==> src/rtl/snake_pkg.sv <==
// Shared types for the snake game controller: headings, game states and the
// turn-validity helper.
package snake_pkg;

  typedef enum logic [1:0] {
    DIR_UP    = 2'd0,
    DIR_DOWN  = 2'd1,
    DIR_LEFT  = 2'd2,
    DIR_RIGHT = 2'd3
  } dir_t;

  typedef enum logic [1:0] {
    IDLE  = 2'd0,
    RUN   = 2'd1,
    DEAD  = 2'd2,
    PAUSE = 2'd3
  } game_state_t;

  localparam int TURN_DEPTH = 2;

  // Opposite headings share the upper bit and differ only in the lower one.
  function automatic logic is_opposite(dir_t a, dir_t b);
    return (2'(a) ^ 2'(b)) == 2'b01;
  endfunction

endpackage

==> src/rtl/snake_turn_fifo.sv <==
// Two-entry queue of pending turns; head feeds the heading on the next move
// tick, tail is the reference for filtering newly pressed turns.
module snake_turn_fifo
  import snake_pkg::*;
(
  input  logic clk,
  input  logic reset,
  input  logic push_i,
  input  dir_t din_i,
  input  logic pop_i,
  input  logic flush_i,
  output dir_t head_o,
  output dir_t tail_o,
  output logic empty_o,
  output logic full_o
);

  dir_t       mem_q [TURN_DEPTH];
  logic       rd_q, wr_q;
  logic [1:0] cnt_q;
  logic       do_push, do_pop;

  assign do_pop  = pop_i && (cnt_q != 2'd0);
  assign do_push = push_i && ((cnt_q != 2'd2) || do_pop);

  always_ff @(posedge clk) begin
    if (reset || flush_i) begin
      rd_q     <= 1'b0;
      wr_q     <= 1'b0;
      cnt_q    <= 2'd0;
      mem_q[0] <= DIR_UP;
      mem_q[1] <= DIR_UP;
    end else begin
      if (do_push) begin
        mem_q[wr_q] <= din_i;
        wr_q        <= ~wr_q;
      end
      if (do_pop) rd_q <= ~rd_q;
      cnt_q <= cnt_q + {1'b0, do_push} - {1'b0, do_pop};
    end
  end

  assign head_o  = mem_q[rd_q];
  assign tail_o  = mem_q[~wr_q];
  assign empty_o = (cnt_q == 2'd0);
  assign full_o  = (cnt_q == 2'd2);

endmodule

==> src/rtl/snake_game_ctrl.sv <==
// Snake game sequencer: button edges -> filtered turn queue, move tick,
// IDLE/RUN/DEAD state machine and saturating score. SNAKE_PAUSE_EN adds PAUSE.
module snake_game_ctrl
  import snake_pkg::*;
#(
  parameter int TICK_SLOW = 16777216,
  parameter int TICK_FAST = 8388608,
  parameter int MAX_LEN   = 25,
  parameter int TICK_W    = 26
) (
  input  logic        clk,
  input  logic        reset,
  input  logic        up,
  input  logic        down,
  input  logic        left,
  input  logic        right,
  input  logic        speed,
  input  logic        pause,
  input  logic        collide,
  input  logic        eat,
  output logic        move,
  output logic [1:0]  dir,
  output logic        grow,
  output logic        running,
  output logic        lose,
  output logic [15:0] score
);

`ifdef SNAKE_PAUSE_EN
  localparam bit PAUSE_EN = 1'b1;
`else
  localparam bit PAUSE_EN = 1'b0;
`endif

  localparam logic [TICK_W-1:0] LIM_SLOW  = TICK_W'(TICK_SLOW - 1);
  localparam logic [TICK_W-1:0] LIM_FAST  = TICK_W'(TICK_FAST - 1);
  localparam logic [15:0]       MAX_SCORE = 16'(MAX_LEN);

  game_state_t       state_q, state_d;
  logic [TICK_W-1:0] cnt_q, cnt_d, limit;
  dir_t              dir_q, dir_d;
  logic              move_q, move_d, grow_q, grow_d;
  logic [15:0]       score_q, score_d;
  logic [3:0]        btn, btn_q, btn_edge;
  logic              pause_q, pause_edge;
  logic              press_vld, accept;
  dir_t              press_dir, ref_dir, fifo_head, fifo_tail;
  logic              fifo_empty, fifo_full, push, pop, flush;

  // Bit index matches the dir_t encoding.
  assign btn        = {right, left, down, up};
  assign btn_edge   = btn & ~btn_q;
  assign press_vld  = |btn_edge;
  assign pause_edge = PAUSE_EN & pause & ~pause_q;
  assign limit      = speed ? LIM_FAST : LIM_SLOW;

  always_comb begin
    if      (btn_edge[0]) press_dir = DIR_UP;
    else if (btn_edge[1]) press_dir = DIR_DOWN;
    else if (btn_edge[2]) press_dir = DIR_LEFT;
    else                  press_dir = DIR_RIGHT;
  end

  // Turns are judged against the last queued heading so two quick presses
  // cannot combine into a reversal.
  assign ref_dir = fifo_empty ? dir_q : fifo_tail;
  assign accept  = press_vld && !fifo_full && (press_dir != ref_dir) &&
                   !is_opposite(press_dir, ref_dir);

  snake_turn_fifo u_fifo (
    .clk     (clk),
    .reset   (reset),
    .push_i  (push),
    .din_i   (press_dir),
    .pop_i   (pop),
    .flush_i (flush),
    .head_o  (fifo_head),
    .tail_o  (fifo_tail),
    .empty_o (fifo_empty),
    .full_o  (fifo_full)
  );

  always_comb begin
    state_d = state_q;
    cnt_d   = cnt_q;
    dir_d   = dir_q;
    score_d = score_q;
    move_d  = 1'b0;
    grow_d  = 1'b0;
    push    = 1'b0;
    pop     = 1'b0;
    flush   = 1'b0;
    case (state_q)
      IDLE: begin
        if (press_vld) begin
          dir_d   = press_dir;
          cnt_d   = '0;
          state_d = RUN;
        end
      end
      RUN: begin
        if (collide) begin
          state_d = DEAD;
          flush   = 1'b1;
        end else if (pause_edge) begin
          state_d = PAUSE;
        end else begin
          push = accept;
          if (cnt_q >= limit) begin
            cnt_d  = '0;
            move_d = 1'b1;
            if (!fifo_empty) begin
              pop   = 1'b1;
              dir_d = fifo_head;
            end
          end else begin
            cnt_d = cnt_q + TICK_W'(1);
          end
          if (eat && (score_q != MAX_SCORE)) begin
            score_d = score_q + 16'd1;
            grow_d  = 1'b1;
          end
        end
      end
      DEAD: ;
      PAUSE: begin
`ifdef SNAKE_PAUSE_EN
        if (pause_edge) state_d = RUN;
`else
        state_d = IDLE;
`endif
      end
      default: state_d = IDLE;
    endcase
  end

  always_ff @(posedge clk) begin
    if (reset) begin
      state_q <= IDLE;
      cnt_q   <= '0;
      dir_q   <= DIR_UP;
      score_q <= 16'd0;
      move_q  <= 1'b0;
      grow_q  <= 1'b0;
      btn_q   <= 4'd0;
      pause_q <= 1'b0;
    end else begin
      state_q <= state_d;
      cnt_q   <= cnt_d;
      dir_q   <= dir_d;
      score_q <= score_d;
      move_q  <= move_d;
      grow_q  <= grow_d;
      btn_q   <= btn;
      pause_q <= pause;
    end
  end

  assign move    = move_q;
  assign grow    = grow_q;
  assign dir     = 2'(dir_q);
  assign score   = score_q;
  assign running = (state_q == RUN);
  assign lose    = (state_q == DEAD);

endmodule

==> config.mk <==
export PLATFORM = sky130hd
export DESIGN_NAME = snake_game_ctrl
export DESIGN_NICKNAME = d
export VERILOG_FILES = /design/src/rtl/snake_pkg.sv /design/src/rtl/snake_turn_fifo.sv /design/src/rtl/snake_game_ctrl.sv
export SDC_FILE = /design/constraint.sdc
export NUM_CORES = 1
export LEC_CHECK = 0
export BUFFER_PORTS_ARGS = -buffer_cell sky130_fd_sc_hd__buf_2
export CAP_MARGIN = 20
export CELL_PAD_IN_SITES_DETAIL_PLACEMENT = 0
export CELL_PAD_IN_SITES_GLOBAL_PLACEMENT = 1
export CORE_MARGIN = 1.5
export CORE_UTILIZATION = 40
export DETAILED_ROUTE_END_ITERATION = 12
export PLACE_DENSITY_LB_ADDON = 0.1
export SETUP_SLACK_MARGIN = 0.3
export SYNTH_ARGS = -nofsm -noshare
export SYNTH_HDL_FRONTEND = slang
export SYNTH_SLANG_ARGS = --single-unit
==> constraint.sdc <==
create_clock -name clk -period 2.2 [get_ports clk]
set_input_delay 0.22 -clock clk [delete_from_list [all_inputs] [get_ports clk]]
set_output_delay 0.22 -clock clk [all_outputs]
set_load 0.01 [all_outputs]
Yosys cells after proc, flatten, opt, wreduce, memory -nomap -nowiden
Memory sizes are Yosys's and may differ from the RTL's. A register that Yosys moved wholly into a read port is not among the register bits.
Index checks and enable logic that the tools add are counted.
{ "classes": {"n_eq_ne": 13, "n_lt_le_gt_ge": 1, "n_bitwise": 7, "reduce_logical": 22, "addsub": 4, "n_mux": 37} }
{ "ops": {"columns": ["cell", "n"], "rows": [
  ["2-to-1 mux 26 bit", 3],
  ["case mux 26 bit (2 select lines)", 1],
  ["adder 26 x 1 -> 26 bit, second input constant", 1],
  ["greater-or-equal comparator 26 x 24 -> 1 bit", 1],
  ["2-to-1 mux 24 bit", 1],
  ["2-to-1 mux 1 bit", 20],
  ["2-to-1 mux 2 bit", 10],
  ["adder 16 x 1 -> 16 bit, second input constant", 1],
  ["!= test 16 x 5 -> 1 bit, second input constant", 1],
  ["!= test 2 bit, second input constant", 5],
  ["AND reduction 3 bit", 3],
  ["equality test 2 bit, second input constant", 3],
  ["logical AND 1 bit", 6],
  ["case mux 2 bit (3 select lines)", 1],
  ["AND reduction 5 bit", 1],
  ["bitwise AND 4 bit", 1],
  ["equality test 2 x 1 -> 1 bit, second input constant", 2],
  ["logical NOT 2 bit", 2],
  ["NOT 1 bit", 4],
  ["NOT 4 bit", 1],
  ["case mux 2 bit (2 select lines)", 1],
  ["nonzero test 2 bit", 2],
  ["OR reduction 4 bit", 1],
  ["nonzero test 3 bit", 1],
  ["9 further kinds", 11]
]} }
{ "word_totals": {"ff_bits": 56, "n_memories": 1, "mem_bits_rw": 4, "output_inout_bits": 22} }
{ "mem_list": {"columns": ["memory", "words", "width", "rd", "rd_ports_with_merged_regs", "wr", "line", "source"], "rows": [
  ["u_fifo.mem_q", 2, 2, 2, 1, 2, "snake_turn_fifo.sv:18", "dir_t mem_q [TURN_DEPTH];"]
]} }

Depth between registers and ports, before layout
{ "depth": {"ltp_word": 17, "mapped_depth": 13, "depth_no_buf": 12} }

Cells and area by module
A second synthesis with hierarchy kept.
{ "hier_totals": {"cells_unflattened": 353, "area_unflattened_um2": 3051.7} }
{ "by_module_without_submodules": {"columns": ["module", "area_each_um2", "cells_each", "instances"], "rows": [
  ["snake_game_ctrl", 2591.2, 307, 1],
  ["snake_turn_fifo", 460.4, 46, 1]
]} }

Worst setup path before layout
Ideal clock, no wire load.
{ "synth_path": {"path_type": "reg-to-reg", "start": "reg cnt_q[0]", "end": "reg u_fifo.cnt_q[1]", "setup_ns": 0.115, "t_arrival_ns": 2.255, "stages_incl_launch_ff": 14, "required_ns": 2.085, "path_slack_ns": -0.170, "path_cell_list": "dfxtp_1 > ha_1 > clkbuf_1 > nor4bb_1 > and4_1 > a21boi_0 > nand2b_1 > nor2_1 > ha_1 > inv_1 > ha_1 > xnor2_1 > xnor2_1 > nor2_1"} }
{ "synth_via": {"elab_chain_len": 9} }
{ "synth_rtl": {"columns": ["element", "line", "source"], "rows": [
  ["from (decl)", "snake_game_ctrl.sv:40", "logic [TICK_W-1:0] cnt_q, cnt_d, limit;"],
  ["from (signal assigned)", "snake_game_ctrl.sv:149", "cnt_q <= cnt_d;"],
  ["greater-or-equal comparator 26 x 24 -> 1 bit (*)", "snake_game_ctrl.sv:109", "if (cnt_q >= limit) begin"],
  ["2-to-1 mux 1 bit (*)", "snake_game_ctrl.sv:109", null],
  ["2-to-1 mux 1 bit (*)", "snake_game_ctrl.sv:102", "if (collide) begin"],
  ["2-to-1 mux 1 bit (*)", "snake_game_ctrl.sv:93", "case (state_q)"],
  ["logical AND 1 bit (*)", "snake_turn_fifo.sv:23", "assign do_pop = pop_i && (cnt_q != 2'd0);"],
  ["net u_fifo.do_pop", "snake_turn_fifo.sv:21", "logic do_push, do_pop;"],
  ["logical OR 1 bit", "snake_turn_fifo.sv:24", "assign do_push = push_i && ((cnt_q != 2'd2) || do_pop);"],
  ["logical AND 1 bit", "snake_turn_fifo.sv:24", null],
  ["adder 2 x 1 -> 2 bit", "snake_turn_fifo.sv:39", "cnt_q <= cnt_q + {1'b0, do_push} - {1'b0, do_pop};"],
  ["subtractor 2 x 1 -> 2 bit (*)", "snake_turn_fifo.sv:39", null],
  ["to (signal assigned)", "snake_turn_fifo.sv:39", null],
  ["to (decl)", "snake_turn_fifo.sv:20", "logic [1:0] cnt_q;"]
]} }
Mark *: on every way through the listed nets, which the timed path passes. The rest lies on a longest branch.
A chain may end at the register's enable or synchronous reset.

Worst setup path after layout
{ "layout_path": {"start": "reg cnt_q[23]", "end": "reg u_fifo.cnt_q[1]"} }
Same word-level chain as after synthesis.

==> impl_metrics.tcl <==
set metrics [dict create \
    cap_violations 0 \
    slew_violations 0 \
    start_util_pct 41.1 \
    drt_iter0_markers 78 \
    slowest_stage "dfxtp_2" \
    ant_nets 0 \
    synth_flop_cell "dfxtp_1" \
    core-area_um2 7210 \
    areaGrowthSynthToFinish_pct 37.5 \
    viasPerCell 5.21 \
    grt_pass1_wl_um 11600 \
    slowest_delay_ps 330 \
    gp_routability_congestion 0.794 \
    dp_hpwl_um 4840 \
    die-area_um2 7940 \
    hp-start "left" \
    totalPowerFinal_mw 2.46 \
    required_ps 2420 \
    clk_latency_ps 330 \
    maxSlewHeadroom_pct 57.2 \
    status "complete, no violations" \
    routedWlPerCell_um 14.3 \
    antenna_found_initial 0 \
    root_buffer "clkbuf_8" \
    dpl_cell_area_um2 3460 \
    cp-end-kind "register" \
    synth_seq_cells 61 \
    cp.arrival_ps 2390 \
    post-synth-top-area-fraction_pct 38.5 \
    synth_edf_count 4 \
    critical_path_class "register to register" \
    synth.avg_cell_area_um2 8.78 \
    critPathMaxFanout 2 \
    finalHoldViolCount 0 \
    path_cells "ha_4 -> nor4bb_1 -> and4_1 -> a21boi_2 -> nand2b_4 -> nor2_2 -> ha_1 -> inv_2 -> ha_4 -> xnor2_2 -> xnor2_1 -> nor2_1" \
    post-route-min-period_ps 2170 \
    grt_pass1_vias 2482 \
    reg2reg_to "u_fifo.cnt_q[1]" \
    htreeDepth 3 \
    syn-cell-area_um2 2970 \
    async_flop_share_pct 0 \
    final_common_cell "dfxtp_1" \
    yosysTopAreaCell "dfxtp_1" \
    clock_path_buffers 2 \
    layout_common_cells "45 x dfxtp_1, 39 x buf_4, 38 x nor2_1" \
    leakage_nw 1.46 \
    critPathBufInv 1 \
    synth_cell_types 42 \
    wl_um 7340 \
    r2r-start "cnt_q[23]" \
    synth_warnings 0 \
    grt_start_max_net_pins 29 \
    synthTopCellsByArea "dfxtp_1 38%, nor2_1 5.2%, a21oi_1 4.4%, xnor2_1 4.1%, xor2_1 4.1%" \
    path_delay_family "simple AND/OR/NAND/NOR gates" \
    cts_tree "done" \
    drive_above_1_share_pct 35.4 \
    cp_common_cell "ha_4" \
    reg2reg_depth 12 \
    fin_crit_sh_pct 98.6 \
    vias 2667 \
    finalInstanceArea_um2 4080 \
    worstHoldPathCells 2 \
    rsz0062_at_grt "yes" \
    yosysSeqAreaShare_pct 42.5 \
    cp-start-kind "register" \
    whs_ps 112 \
    gr-total-overflow 0 \
    min_to "btn_q[2]" \
    cts-buffers-inserted 9 \
    clkTransAtPathRegs_ps 70 \
    clkSinkCount 61 \
    max_freq_mhz 461 \
    worst_pin_slew_ps 635 \
    synth_nets 354 \
    fin_skew_ps 8.67 \
    port_buffers 30 \
    r2r_slack_ps 30 \
    drtPass1Iterations 6 \
    nFillCells 690 \
    hp-class "input port to register" \
    die_h_um 89.1 \
    track_usage_pct 19.1 \
    drc 0 \
    ios 32 \
    n_antenna_cell 0 \
    die_x_um 89.1 \
    synth_cells 338 \
    finalNetCount 426 \
    rows 31 \
    setup_violations 0 \
    irDropWorstVdd_mv 0.416 \
    power_density_nw_per_um2 604 \
]
-- sequential cells by signal, indices dropped and copies added, names as in the netlist, named ones only --
name          count
cnt_q            26
score            16
btn_q             4
u_fifo.mem_q      4
dir               2
state_q           2
u_fifo.cnt_q      2
grow              1
move              1
u_fifo.rd_q       1
u_fifo.wr_q       1
-- what timing repair did --
item | in CTS | in global routing
endpoints found under the setup margin | 34 | 51
pin swaps | 7 | 19
setup buffers | 9 | 7
cloned | 0 | 1
hold buffers | 0 | 0
gates resized for setup | 25 | 46
-- cells by family (layout without fill, tap and decap cells) --
logic type      Yosys count  in the layout  synth area share (%)
compound gates           74             74                  15.8
flops                    61             61                  42.5
mux                       6              6                  2.11
fa+ha+maj                 6              6                  2.53
buf+inv                  25            100                  3.37
xor+xnor                 28             28                  8.27
simple gates            138            138                  25.4
-- metal layers --
| metal | share of wire (%) | GRT usage, % | vias to the layer above | wire, um |
|---|---|---|---|---|
| li1 | - | - | 1372 | - |
| met1 | 49 | 25.7 | 1244 | 3620 |
| met2 | 46 | 30.1 | 43 | 3370 |
| met3 | 3.2 | 3.69 | 8 | 235 |
| met4 | 1.6 | 7.69 | 0 | 116 |
| met5 | 0 | 0 | - | 0 |
-- worst max path at each step --
stage               cells past startpoint      start  slack [ps]              end
finish                                 12  cnt_q[23]          30  u_fifo.cnt_q[1]
global route                           12  cnt_q[23]         -90  u_fifo.cnt_q[1]
CTS                                    12  cnt_q[23]          40  u_fifo.cnt_q[1]
detailed placement                     13      speed         -40  u_fifo.cnt_q[1]
global placement                       13      speed         -20  u_fifo.cnt_q[1]
floorplan                              13   cnt_q[0]          80  u_fifo.cnt_q[1]
-- through the flow --
step / setup slack (ps) / TNS, ps / cells / utilization (%)
6_report: 31.0 / 0 / 512 / 56.5
3_5_place_dp: -42.8 / -46.7 / 481 / 47.9
2_1_floorplan: 80.7 / 0 / 338 / -
4_1_cts: 38.0 / 0 / 504 / 52.9
3_3_place_gp: -15.9 / -15.9 / 481 / 47.9
5_1_grt: -90.7 / -90.7 / 512 / 56.5
-- cells in the mapped netlist (6+ instances only) --
library cell and instances:
o21ai_0 19, clkbuf_1 9, and2_1 7, a21oi_1 26
nor2_1 41, nand4_1 8, inv_1 10, nor2b_1 9
nand3_1 10, or3_1 12, o2111ai_1 6, nand2_1 18
xor2_1 14, xnor2_1 14, ha_1 6, dfxtp_1 57
and4_1 10
-- report_power, final --
part	switching, mW	total [mW]	internal (mW)
clock	0.419	0.960	0.541
combinational	0.188	0.334	0.146
sequential	0.0221	1.17	1.15
total	0.629	2.46	1.83
-- layout make-up --
type | count | area (um2) | area share, %
clock buffer | 12 | 145 | 3.56
clock inverter | 2 | 35.0 | 0.859
inverter | 10 | 37.5 | 0.920
multi-input combinational | 252 | 1920 | 47.1
sequential | 61 | 1280 | 31.5
tap | 99 | 124 | 3.04
timing repair buffer | 76 | 533 | 13.1
No activity file was read; power rests on OpenSTA's default activity.
